--- src/rtl/spi_cmd_pkg.sv ---
// Shared definitions for the SPI command engine: opcodes, FSM state
// encoding, the byte returned while discarding, and the status byte format.
package spi_cmd_pkg;

    localparam logic [7:0] OP_WRITE      = 8'h01;
    localparam logic [7:0] OP_READ       = 8'h02;
    localparam logic [7:0] OP_STATUS_CLR = 8'h03;
    localparam logic [7:0] DISCARD_BYTE  = 8'hFF;

    typedef enum logic [2:0] {
        IDLE     = 3'd0,
        CMD_ADDR = 3'd1,
        WDATA    = 3'd2,
        RDUMMY   = 3'd3,
        RDATA    = 3'd4,
        DISCARD  = 3'd5
    } state_t;

    // Status byte: constant ID nibble, two reserved zeros, sticky error flags.
    function automatic logic [7:0] status_byte(input logic [3:0] id,
                                               input logic       abort_err,
                                               input logic       op_err);
        return {id, 2'b00, abort_err, op_err};
    endfunction

endpackage

--- src/rtl/spi_cmd_engine_sync2.sv ---
// Two-flop synchronizer for a single asynchronous level (used for SPI ss).
// Ports:
//   clk - destination clock
//   rst - asynchronous active-high reset; output resets to 1 (ss inactive)
//   d   - asynchronous input level
//   q   - synchronized level
module sync2 (
    input  logic clk,
    input  logic rst,
    input  logic d,
    output logic q
);

    logic meta_r;
    logic q_r;

    // Two-stage synchronizer chain, idle-high after reset.
    always_ff @(posedge clk or posedge rst) begin
        if (rst) begin
            meta_r <= 1'b1;
            q_r    <= 1'b1;
        end else begin
            meta_r <= d;
            q_r    <= meta_r;
        end
    end

    assign q = q_r;

endmodule

--- src/rtl/spi_cmd_engine.sv ---
// Byte-level command engine behind an SPI slave byte shifter. Decodes
// opcode / address / payload frames, drives a register-file port for writes
// and auto-incrementing prefetched burst reads, and supplies the next MISO byte.
// Ports:
//   clk, rst          - system clock, asynchronous active-high reset
//   ss                - raw active-low slave select (synchronized here)
//   rx_valid, rx_byte - one-clk pulse with a received MOSI byte
//   tx_byte           - byte to shift out on the next transfer
//   reg_addr, reg_wr, reg_wdata, reg_rd, reg_rdata - register-file port
//   busy              - frame active (synchronized ss low)
module spi_cmd_engine
    import spi_cmd_pkg::*;
#(
    parameter int         ADDR_W    = 6,
    parameter logic [3:0] STATUS_ID = 4'hA
) (
    input  logic              clk,
    input  logic              rst,
    input  logic              ss,
    input  logic              rx_valid,
    input  logic [7:0]        rx_byte,
    output logic [7:0]        tx_byte,
    output logic [ADDR_W-1:0] reg_addr,
    output logic              reg_wr,
    output logic [7:0]        reg_wdata,
    output logic              reg_rd,
    input  logic [7:0]        reg_rdata,
    output logic              busy
);

    localparam logic [ADDR_W-1:0] ADDR_ONE = {{(ADDR_W-1){1'b0}}, 1'b1};

    logic              ss_sync_s, ss_prev_r, frame_end_s, byte_s;
    state_t            state_r, state_next_s;
    logic [7:0]        tx_byte_r, tx_next_s, reg_wdata_r, wdata_next_s, prefetch_r;
    logic [ADDR_W-1:0] reg_addr_r, addr_next_s;
    logic              reg_wr_r, wr_next_s, reg_rd_r, rd_next_s, rd_pend_r;
    logic              op_err_r, op_err_next_s, abort_err_r, abort_next_s;
    logic              clr_pending_r, clr_next_s, cmd_rd_r, cmd_rd_next_s, load_tx_s;

    sync2 u_ss_sync (
        .clk (clk),
        .rst (rst),
        .d   (ss),
        .q   (ss_sync_s)
    );

    // Frame end takes priority: on the rising edge ss_sync_s is already high,
    // so a coincident rx_valid is masked out of byte_s.
    assign frame_end_s = ss_sync_s & ~ss_prev_r;
    assign byte_s      = rx_valid & ~ss_sync_s;

    // FSM state register.
    always_ff @(posedge clk or posedge rst) begin
        if (rst) begin
            state_r <= IDLE;
        end else begin
            state_r <= state_next_s;
        end
    end

    // Next-state, datapath and output decode.
    always_comb begin
        state_next_s  = state_r;
        wdata_next_s  = reg_wdata_r;
        wr_next_s     = 1'b0;
        rd_next_s     = 1'b0;
        op_err_next_s = op_err_r;
        abort_next_s  = abort_err_r;
        clr_next_s    = clr_pending_r;
        cmd_rd_next_s = cmd_rd_r;
        load_tx_s     = 1'b0;
        tx_next_s     = tx_byte_r;

        // A write strobe is followed by the address step on the edge that drops it.
        if (reg_wr_r) begin
            addr_next_s = reg_addr_r + ADDR_ONE;
        end else begin
            addr_next_s = reg_addr_r;
        end

        if (frame_end_s) begin
            state_next_s = IDLE;
            clr_next_s   = 1'b0;
            // Abort setting wins over a pending clear in the same cycle.
            if (state_r == CMD_ADDR) begin
                abort_next_s = 1'b1;
            end else if (clr_pending_r) begin
                op_err_next_s = 1'b0;
                abort_next_s  = 1'b0;
            end else begin
                abort_next_s = abort_err_r;
            end
        end else if (byte_s) begin
            case (state_r)
                IDLE: begin
                    case (rx_byte)
                        OP_WRITE, OP_READ: begin
                            state_next_s  = CMD_ADDR;
                            cmd_rd_next_s = (rx_byte == OP_READ);
                        end
                        OP_STATUS_CLR: begin
                            state_next_s = DISCARD;
                            clr_next_s   = 1'b1;
                        end
                        default: begin
                            state_next_s  = DISCARD;
                            op_err_next_s = 1'b1;
                        end
                    endcase
                end
                CMD_ADDR: begin
                    addr_next_s = rx_byte[ADDR_W-1:0];
                    if (cmd_rd_r) begin
                        state_next_s = RDUMMY;
                        rd_next_s    = 1'b1;
                    end else begin
                        state_next_s = WDATA;
                    end
                end
                WDATA: begin
                    wdata_next_s = rx_byte;
                    wr_next_s    = 1'b1;
                end
                RDUMMY, RDATA: begin
                    // Hand out the prefetched byte and fetch the one after it.
                    state_next_s = RDATA;
                    addr_next_s  = reg_addr_r + ADDR_ONE;
                    rd_next_s    = 1'b1;
                    load_tx_s    = 1'b1;
                end
                DISCARD: begin
                    state_next_s = DISCARD;
                end
                default: begin
                    state_next_s = IDLE;
                end
            endcase
        end else begin
            state_next_s = state_r;
        end

        case (state_next_s)
            IDLE, CMD_ADDR, RDUMMY: tx_next_s = status_byte(STATUS_ID, abort_next_s, op_err_next_s);
            DISCARD:                tx_next_s = DISCARD_BYTE;
            RDATA: begin
                if (load_tx_s) begin
                    tx_next_s = prefetch_r;
                end else begin
                    tx_next_s = tx_byte_r;
                end
            end
            default:                tx_next_s = status_byte(STATUS_ID, abort_next_s, op_err_next_s);
        endcase
    end

    // Registered outputs, sticky flags and the read prefetch pipeline.
    always_ff @(posedge clk or posedge rst) begin
        if (rst) begin
            ss_prev_r     <= 1'b1;
            tx_byte_r     <= {STATUS_ID, 4'h0};
            reg_addr_r    <= {ADDR_W{1'b0}};
            reg_wr_r      <= 1'b0;
            reg_wdata_r   <= 8'h00;
            reg_rd_r      <= 1'b0;
            rd_pend_r     <= 1'b0;
            prefetch_r    <= 8'h00;
            op_err_r      <= 1'b0;
            abort_err_r   <= 1'b0;
            clr_pending_r <= 1'b0;
            cmd_rd_r      <= 1'b0;
        end else begin
            ss_prev_r     <= ss_sync_s;
            tx_byte_r     <= tx_next_s;
            reg_addr_r    <= addr_next_s;
            reg_wr_r      <= wr_next_s;
            reg_wdata_r   <= wdata_next_s;
            reg_rd_r      <= rd_next_s;
            rd_pend_r     <= reg_rd_r;
            // reg_rdata is valid in the cycle after reg_rd.
            if (rd_pend_r) begin
                prefetch_r <= reg_rdata;
            end else begin
                prefetch_r <= prefetch_r;
            end
            op_err_r      <= op_err_next_s;
            abort_err_r   <= abort_next_s;
            clr_pending_r <= clr_next_s;
            cmd_rd_r      <= cmd_rd_next_s;
        end
    end

    assign tx_byte   = tx_byte_r;
    assign reg_addr  = reg_addr_r;
    assign reg_wr    = reg_wr_r;
    assign reg_wdata = reg_wdata_r;
    assign reg_rd    = reg_rd_r;
    assign busy      = ~ss_sync_s;

endmodule

--- config.mk ---
export PLATFORM = sky130hd
export DESIGN_NAME = spi_cmd_engine
export DESIGN_NICKNAME = d
export VERILOG_FILES = /design/src/rtl/spi_cmd_pkg.sv /design/src/rtl/spi_cmd_engine_sync2.sv /design/src/rtl/spi_cmd_engine.sv
export SDC_FILE = /design/constraint.sdc
export NUM_CORES = 1
export LEC_CHECK = 0
export ABC_AREA = 1
export BUFFER_PORTS_ARGS = -buffer_cell sky130_fd_sc_hd__buf_2
export CORE_UTILIZATION = 56
export CTS_BUF_LIST = sky130_fd_sc_hd__clkbuf_8
export CTS_CLUSTER_SIZE = 16
export DETAILED_ROUTE_END_ITERATION = 10
export GPL_TIMING_DRIVEN = 1
export PLACE_DENSITY = 0.82
export SLEW_MARGIN = 5
export SYNTH_ARGS = -nofsm -noshare
export SYNTH_HDL_FRONTEND = slang
export SYNTH_SLANG_ARGS = --single-unit
--- constraint.sdc ---
create_clock -name clk -period 1.8 [get_ports clk]
set_clock_uncertainty 0.05 [all_clocks]
set_input_delay 0.36 -clock clk [delete_from_list [all_inputs] [get_ports clk]]
set_output_delay 0.36 -clock clk [all_outputs]
set_load 0.01 [all_outputs]
==> results_dict.tcl, run 1 <==
set metrics [dict create \
    drcViolationCount 0 \
    ir_drop_v 0.000858 \
    yosysSeqAreaShare_pct 52.2 \
    clock_sinks 43 \
    grt_overflow 0 \
    routed_via_density 5.00 \
    antenna_found_initial 0 \
    drt-pass1-iter-count 4 \
    avgSynthCellArea_um2 8.71 \
    start_kind "flip-flop" \
    hold_buffers 0 \
    die_height_um 62.8 \
    syn_nets 259 \
    design_area_um2 2490 \
    setup_violations 0 \
    syn_inst 238 \
    critPathMaxStageDelay_ps 550 \
    ant_nets 0 \
    ys_ff_latch 43 \
    grt_use_total_pct 22.5 \
    die_w_um 62.8 \
    grt_max_degree 44 \
    cts_buffers 5 \
    maxSlewHeadroom_pct 75.3 \
    placed_area_um2 2370 \
    worstPathCellList "inv_1 > nand2_4 > nor2_2 > nand2_2 > nand3_4 > nor2_4 > nand3_2 > nand3_1 > nand2_1" \
    post-route-period-util_pct 95.0 \
    drt_iter0_drc 117 \
    grt_pass1_vias 1498 \
    total_power_w 0.00388 \
    cts_htree_levels 2 \
    clkTransAtPathRegs_ps 80 \
    max_freq_mhz 585 \
    top_level_ports 45 \
    floorplan.initialDensity_pct 60.2 \
    critPathCaptureType "flip-flop" \
    io_buffer_count 44 \
    r2r_start "u_ss_sync.q" \
    final_cells 337 \
    gp_congestion 0.866 \
    area_growth_pct 20.0 \
    finalMaxSlewViolations 0 \
    yosysWarnings 0 \
    pwr_density_cell_nw_per_um2 1560 \
    worstSetupPathType "flip-flop to flip-flop" \
    fp-row-count 21 \
    cts.path.max_buffers 2 \
    antennaDiodeCount 0 \
    synth_cell_types 32 \
    crit_start "u_ss_sync.q" \
    via_count 1684 \
    dieArea_um2 3950 \
    arrival_ps 1850 \
    hold_violations 0 \
    crit_slowest_cell "dfstp_2" \
    hpwl_um 2990 \
    core_um2 3440 \
    tightest_slew_ps 371 \
    min_path_type "input port to asynchronous set/reset pin" \
    cts_tree "built" \
    outcome "completed" \
    post-route-min-period_ps 1710 \
    maxCapViolCount 0 \
    insertion_delay_ps 300 \
    wl_per_cell_um 12.2 \
    dp.cells 328 \
    crit_fanout 7 \
    finalNetCount 311 \
    grt_pass1_wl_um 6830 \
    p_leak_nw 1.34 \
    final_layout_size_suffix_gt1_share_pct 28.9 \
    cp.required_ps 1940 \
    synthesis.area_um2 2070 \
    wl_um 4120 \
    clock-root-buffer "clkbuf_8" \
]
==> what timing repair did <==
action                                  CTS  global route
endpoints found under the setup margin    0             5
buffers inserted                          0             1
gates resized for setup                   0             4
==> routing by layer <==
layer	global-route usage, %	vias to the layer above	share of wire, %
met3	6.20	7	4.3
li1	-	860	-
met1	32.3	785	49
met2	32.3	32	45
met4	8.43	0	1.1
met5	0	-	0
==> synth_stat cells <==
cell type	n	area, um2
o211ai_1	3	22.5
a21boi_1	1	7.51
mux2i_1	1	10.0
xnor2_1	2	17.5
o21ai_0	13	65.1
nor2_8	2	40.0
o221ai_1	1	8.76
nor2_4	1	11.3
o22ai_2	1	12.5
nor2_1	10	37.5
ha_1	1	12.5
nor2_2	4	25.0
o21bai_1	1	7.51
clkbuf_1	3	11.3
o31ai_1	1	7.51
dfstp_2	5	131
inv_1	33	124
nand3_1	13	65.1
nand2_4	3	33.8
nand3_2	1	10.0
xor2_1	3	26.3
nand4_1	1	6.26
mux2_2	3	33.8
dfrtp_1	38	951
o22ai_1	3	18.8
a21oi_1	3	15.0
a41oi_1	1	8.76
inv_2	1	3.75
nand2_2	5	31.3
nand2_1	76	285
o32ai_1	1	8.76
a22oi_1	3	22.5
==> cell type report <==
cell class | count | area [um2]
multi-input combinational | 158 | 866
fill | 268 | 955
sequential | 43 | 1080
inverter | 34 | 128
clock buffer | 6 | 82.6
timing repair buffer | 48 | 263
clock inverter | 2 | 8.76
tap | 46 | 57.6
==> through the flow <==
stage                     utilization (%)  worst slack [ps]  TNS (ps)  hold slack (ps)
after floorplan                         -               196         0              295
after global placement               69.0               163         0              304
after detailed placement             69.0               100         0              308
final                                72.3              90.1         0             56.5
after CTS                            71.6              84.8         0             65.3
after global routing                 72.3             -46.9      -111             70.4
==> worst paths after layout <==
path | to | depth (start not counted) | slack (ps)
worst max register to register | tx_byte[2] | 9 | 90
min in group clk | u_ss_sync.meta_r | 1 | 110
worst min-delay path | clr_pending_r | 3 | 60
max in group asynchronous | tx_byte[7] | 3 | 1380
worst min register to register | u_ss_sync.q | 0 | 320
worst max-delay path | tx_byte[2] | 9 | 90
==> layout by cell type (no fill, tap or decap), types with 5 or more instances in the layout <==
cell type | netlist | layout
buf_2 | 0 | 44
nor2_1 | 10 | 9
nand3_1 | 13 | 12
nor2_2 | 4 | 5
clkbuf_8 | 0 | 6
nand2_2 | 5 | 5
inv_1 | 33 | 33
dfrtp_1 | 38 | 38
o21ai_0 | 13 | 13
nand2_1 | 76 | 76
dfstp_2 | 5 | 5
==> worst max-delay path, delay by kind of cell, from the launching register on <==
kind	cells	cell delay [ps]
flops	1	550
buf+inv	1	70
simple gates	8	920
==> power breakdown <==
group	switching, W	internal (W)	leakage (nW)
combinational	0.000999	0.000666	0.761
sequential	0.000258	0.00133	0.525
clock	0.000325	0.000304	0.0524
==> registers in the layout, indices dropped and copies added, names as in the netlist, 3 cells and up <==
register,cells
tx_byte,8
state_r,3
reg_wdata,8
reg_addr,6
prefetch_r,8
==> cell families (layout without fill, tap and decap cells) <==
| kind of cell | after synthesis | in the layout | share of synthesized area [%] |
|---|---|---|---|
| AOI/OAI and AO/OA | 32 | 32 | 9.90 |
| adders and majority gates | 1 | 1 | 0.604 |
| muxes | 4 | 4 | 2.11 |
| DFF | 43 | 43 | 52.2 |
| buffers and inverters | 37 | 90 | 6.70 |
| xor gates and xnor gates | 5 | 5 | 2.11 |
| and+or+nand+nor | 116 | 116 | 26.3 |
No activity file was read; power rests on OpenSTA's default activity.
==> inputs of run 2 (changes only) <==
- ABC_AREA: 1 -> default
==> run 2 against run 1 <==
Register-to-register slack got worse by 20 ps; critical endpoint is now reg_addr[1]; power decreased by 17%; first-iteration DRC count increased by 21%; worst hold slack improved by 49 ps; synthesized cell count decreased by 20%; worst setup slack got worse by 21 ps.
==> results_dict.tcl, run 2 <==
set metrics [dict create \
    area_growth_pct 21.2 \
    hold_violations 0 \
    synthesis.area_um2 2070 \
    design_area_um2 2500 \
    placed_area_um2 2360 \
    n_fill_cell 255 \
    cts.path.max_buffers 2 \
    synth.most_common_cell "dfrtp_1" \
    top_level_ports 45 \
    ys.flop_type "dfrtp_1" \
    drt_iter0_drc 142 \
    wl_um 4480 \
    hold_path.startpoint "ss" \
    avgSynthCellArea_um2 10.8 \
    final_layout_size_suffix_gt1_share_pct 39.6 \
    cts_htree_levels 2 \
    cts_tree "built" \
    cts_buffers 5 \
    crit_fanout 6 \
    dieArea_um2 3940 \
    max_freq_mhz 578 \
    synth_fa_ha_area_share_pct 0.605 \
    tightest_slew_ps 521 \
    final_common_cell "buf_2" \
    syn_inst 191 \
    maxSlewHeadroom_pct 65.3 \
    arrival_ps 1880 \
    synth-edff-count 0 \
    routed_via_density 5.63 \
    r2r_start "state_r[1]" \
    grt_use_total_pct 24.9 \
    start_kind "flip-flop" \
    r2r_slack_ps 70 \
    post-route-min-period_ps 1730 \
    ir_drop_v 0.000859 \
    grt_pass1_vias 1634 \
    setup_slack_ps 69.3 \
    ant_nets 0 \
    critPathCaptureType "flip-flop" \
    yosysSeqAreaShare_pct 52.4 \
    post-route-period-util_pct 96.2 \
    synth_area_leaders "dfrtp_1 (46%), mux2_2 (7.6%), dfstp_2 (6.4%), mux2i_1 (4.4%), nand2_1 (3.6%)" \
    synth_area_leader_cell "dfrtp_1" \
    grt_max_degree 44 \
    min_to "u_ss_sync.meta_r" \
    yosys-top-cells-count "dfrtp_1 (38), nand2_1 (20), mux2_2 (14)" \
    min_path_type "input port to flip-flop" \
    synth_compound_area_share_pct 13.1 \
    floorplan.initialDensity_pct 60.1 \
    hold_depth 1 \
    worstSetupPathType "flip-flop to flip-flop" \
    synth-simple-area-share_pct 16.6 \
    gp_congestion 0.805 \
    antenna_found_initial 0 \
    finalNetCount 265 \
    fp-row-count 21 \
    io_buffer_count 44 \
    clock-root-buffer "clkbuf_8" \
    maxCapViolCount 0 \
    insertion_delay_ps 300 \
    r2r-end "reg_addr[1]" \
    core_um2 3440 \
    wl_per_cell_um 15.4 \
    die_w_um 62.8 \
    holdWs_ps 105 \
    reg2regPathDepth 6 \
    synth-async-reset-ratio_pct 100 \
    antennaDiodeCount 0 \
    yosysWarnings 0 \
    p_leak_nw 1.22 \
    finalMaxSlewViolations 0 \
    syn_nets 212 \
    cp.required_ps 1950 \
    grt_overflow 0 \
    layout_common_cells "buf_2 (44), dfrtp_1 (35), nand2_1 (19)" \
    clock_sinks 43 \
    tns_ps 0 \
    setup_violations 0 \
    outcome "completed" \
    drt-pass1-iter-count 4 \
    pwr_density_cell_nw_per_um2 1290 \
    synth-xor-area-share_pct 0.847 \
    grt_pass1_wl_um 7370 \
    synth_cell_types 47 \
    die_height_um 62.8 \
    ys_ff_latch 43 \
    synth_top_cell_area_share_pct 46.0 \
    drcViolationCount 0 \
    hpwl_um 3220 \
    synth_top_family_by_area "simple AND/OR/NAND/NOR gates" \
    clkTransAtPathRegs_ps 80 \
    via_count 1638 \
    total_power_w 0.00322 \
    pre_cts_ws_ps -31.2 \
    synth.area.mux_share_pct 12.0 \
]
==> run 2: how the worst max path moves through the flow <==
stage                    start           to  depth (start not counted)
floorplan           state_r[1]  reg_addr[1]                          7
CTS                 state_r[1]   tx_byte[1]                          6
global route        state_r[0]  reg_addr[4]                          6
detailed placement  state_r[1]   tx_byte[1]                          6
global placement    state_r[1]   tx_byte[1]                          6
finish              state_r[1]  reg_addr[1]                          6
==> run 2: logic make-up (layout without fill, tap and decap cells) <==
| family | after synthesis | in the layout |
|---|---|---|
| compound gates | 41 | 41 |
| mux | 23 | 23 |
| fa+ha+maj | 1 | 1 |
| buf+inv | 19 | 73 |
| simple gates | 62 | 62 |
| flops | 43 | 43 |
| xor+xnor | 2 | 2 |
==> run 2: final cells by class <==
cell class,count,area [um2],area share (%)
Clock buffer,5,68.8,2.75
Clock inverter,3,41.3,1.65
Inverter,12,45.0,1.80
Multi-Input combinational cell,129,908,36.3
Sequential cell,43,1090,43.4
Tap cell,46,57.6,2.30
Timing Repair Buffer,53,298,11.9
==> run 2: layer usage <==
| metal | vias to the layer above | GRT usage (%) | share of wire [%] | wire (um) |
|---|---|---|---|---|
| li1 | 786 | - | - | - |
| met2 | 51 | 41.7 | 51 | 2290 |
| met5 | - | 0 | 0 | 0 |
| met4 | 0 | 11.3 | 2.5 | 110 |
| met1 | 790 | 29.9 | 42 | 1910 |
| met3 | 11 | 6.57 | 3.9 | 177 |
==> run 2: per-stage QoR <==
| stage | cells | utilization (%) |
|---|---|---|
| 2_1_floorplan | 191 | - |
| 3_3_place_gp | 281 | 68.6 |
| 3_5_place_dp | 281 | 68.6 |
| 4_1_cts | 289 | 71.8 |
| 5_1_grt | 291 | 72.8 |
| 6_report | 291 | 72.8 |
==> run 2: repair_timing <==
action | CTS | global route
setup endpoints to repair | 2 | 9
pin swaps | 0 | 0
setup buffers | 0 | 2
gates resized for setup | 0 | 7
hold buffers | 0 | 0
==> run 2: where the power goes <==
part / switching, W / internal, W
Sequential: 0.000239 / 0.00127
Combinational: 0.000484 / 0.000482
Clock: 0.000337 / 0.000408
==> run 2: critical path: stages, from the launching register on <==
cell,delay (ps)
dfrtp_2,450
buf_4,150
or3b_1,410
a21oi_2,200
nor2_1,110
a22oi_1,200
nand2_1,70
==> inputs of run 3 (changes only) <==
- CORE_UTILIZATION: 56 -> 60
- PLACE_DENSITY: 0.82 -> 0.87
- clock period: 1.8 -> 2.19 ns (I/O delays scaled with it)
==> run 3 against run 2 <==
Cell area shrank 2.4%; sequential share of layout area rose by 0.93 points; flip-flop and latch count unchanged; global-route usage up 0.60 points; combinational power is 21% lower; critical endpoint is now tx_byte[0].
==> results_dict.tcl, run 3 (synthesis results as in run 2) <==
set metrics [dict create \
    grt_use_total_pct 25.5 \
    grt_pass1_vias 1441 \
    rsz0062_at_grt "false" \
    die_height_um 60.7 \
    n_fill_cell 226 \
    final_util_pct 77.5 \
    clock_sinks 43 \
    p_sw_w 0.000840 \
    hold_path.startpoint "ss" \
    post-route-period-util_pct 82.3 \
    drt_iter0_drc 59 \
    comb_power_share_pct 29.3 \
    grt_overflow 0 \
    clkTransAtPathRegs_ps 70 \
    antennaDiodeCount 0 \
    io_buffer_count 44 \
    r2r_slack_ps 390 \
    switching_share_pct 32.3 \
    r2r-end "tx_byte[0]" \
    grt_max_degree 44 \
    area_growth_pct 18.2 \
    pwr_density_cell_nw_per_um2 1060 \
    final_layout_size_suffix_gt1_share_pct 36.5 \
    tightest_slew_ps 508 \
    antenna_found_initial 0 \
    maxSlewHeadroom_pct 66.1 \
    cts_tree "built" \
    critPathMaxStageDelay_ps 590 \
    die_w_um 60.7 \
    routed_via_density 5.64 \
    fp-row-count 20 \
    wl_per_cell_um 13.9 \
    core_um2 3150 \
    cp.required_ps 2310 \
    cts.path.max_buffers 2 \
    cpMostUsedCell "mux2i_1" \
    cp_num_cells 6 \
    cp_top_family "flip-flops" \
    final_common_cell "buf_2" \
    power_frac_seq_pct 47.6 \
    outcome "completed" \
    worstPathCellList "and2b_2 > o21ai_1 > buf_4 > mux2i_1 > and3_2 > mux2i_1" \
    finalNetCount 261 \
    gp_congestion 0.814 \
    crit_fanout 11 \
    via_count 1606 \
    start_kind "flip-flop" \
    cts_buffers 5 \
    cts_resized 0 \
    ir_drop_v 0.000969 \
    post-route-min-period_ps 1800 \
    drt-pass1-iter-count 5 \
    floorplan.initialDensity_pct 65.6 \
    crit_slowest_cell "dfstp_2" \
    total_power_w 0.00260 \
    setup_violations 0 \
    post_cts_buffers 0 \
    power.share.clock_pct 23.1 \
    maxCapViolCount 0 \
    finalMaxSlewViolations 0 \
    min_path_type "input port to flip-flop" \
    path_buf_inv 1 \
    tns_ps 0 \
    crit_start "u_ss_sync.q" \
    top_level_ports 45 \
    arrival_ps 1930 \
    crit_end "tx_byte[0]" \
    critPathCaptureType "flip-flop" \
    p_leak_nw 1.20 \
    holdWs_ps 185 \
    insertion_delay_ps 300 \
    ant_nets 0 \
    layout_common_cells "buf_2 (44), dfrtp_1 (38), nand2_1 (20)" \
    dieArea_um2 3680 \
    hold_violations 0 \
    reg2regPathDepth 6 \
    hold_buffers 0 \
    worstSetupPathType "flip-flop to flip-flop" \
    grt_pass1_wl_um 6720 \
    internal-power_w 0.00176 \
    hpwl_um 2960 \
    r2r_start "u_ss_sync.q" \
    wl_um 3960 \
    cts_htree_levels 2 \
    drcViolationCount 0 \
    max_freq_mhz 555 \
    clock-root-buffer "clkbuf_8" \
]
run 3: power groups by stage:
| stage | clock network [W] | registers, W | logic [W] |
|---|---|---|---|
| final | 0.000602 | 0.00124 | 0.000762 |
| after global routing | 0.000651 | 0.00128 | 0.000861 |
| after CTS | 0.000617 | 0.00124 | 0.000766 |
| after detailed placement | 0 | 0.00125 | 0.000763 |
| after global placement | 0 | 0.00124 | 0.000742 |
| after floorplan | 0 | 0.00127 | 0.000463 |
run 3: area by class of cell:
cell class | instances | area (um2) | area share [%]
Inverter | 12 | 45.0 | 1.84
Clock inverter | 3 | 43.8 | 1.79
Sequential cell | 43 | 1080 | 44.3
Tap cell | 44 | 55.1 | 2.25
Clock buffer | 5 | 68.8 | 2.82
Timing Repair Buffer | 49 | 258 | 10.5
Multi-Input combinational cell | 129 | 891 | 36.5
run 3: worst reg2reg max path, cell delays in order, from the launching register on:
cell     delay (ps)
dfstp_2         590
and2b_2         270
o21ai_1          80
buf_4           230
mux2i_1         220
and3_2          190
mux2i_1          60
run 3: per-stage QoR:
stage	setup WS [ps]	cell area [um2]	cells
6_report	388	2440	285
5_1_grt	254	2440	285
4_1_cts	387	2440	285
3_5_place_dp	371	2330	277
3_3_place_gp	385	2330	277
2_1_floorplan	508	2070	191
run 3: layer usage:
layer  vias to the layer above  GRT usage (%)  routed length [um]
met2                        52           37.4                1820
met4                         0           9.42                  39
met5                         -              0                   0
met1                       769           36.3                1880
met3                         4           7.25                 231
li1                        781              -                   -
run 3: how the worst min path moves through the flow:
| stage | to | cells after the start |
|---|---|---|
| 2_1_floorplan | u_ss_sync.q | 0 |
| 6_report | u_ss_sync.meta_r | 1 |
| 3_3_place_gp | u_ss_sync.q | 0 |
| 3_5_place_dp | u_ss_sync.q | 0 |
| 5_1_grt | u_ss_sync.meta_r | 1 |
| 4_1_cts | u_ss_sync.meta_r | 1 |
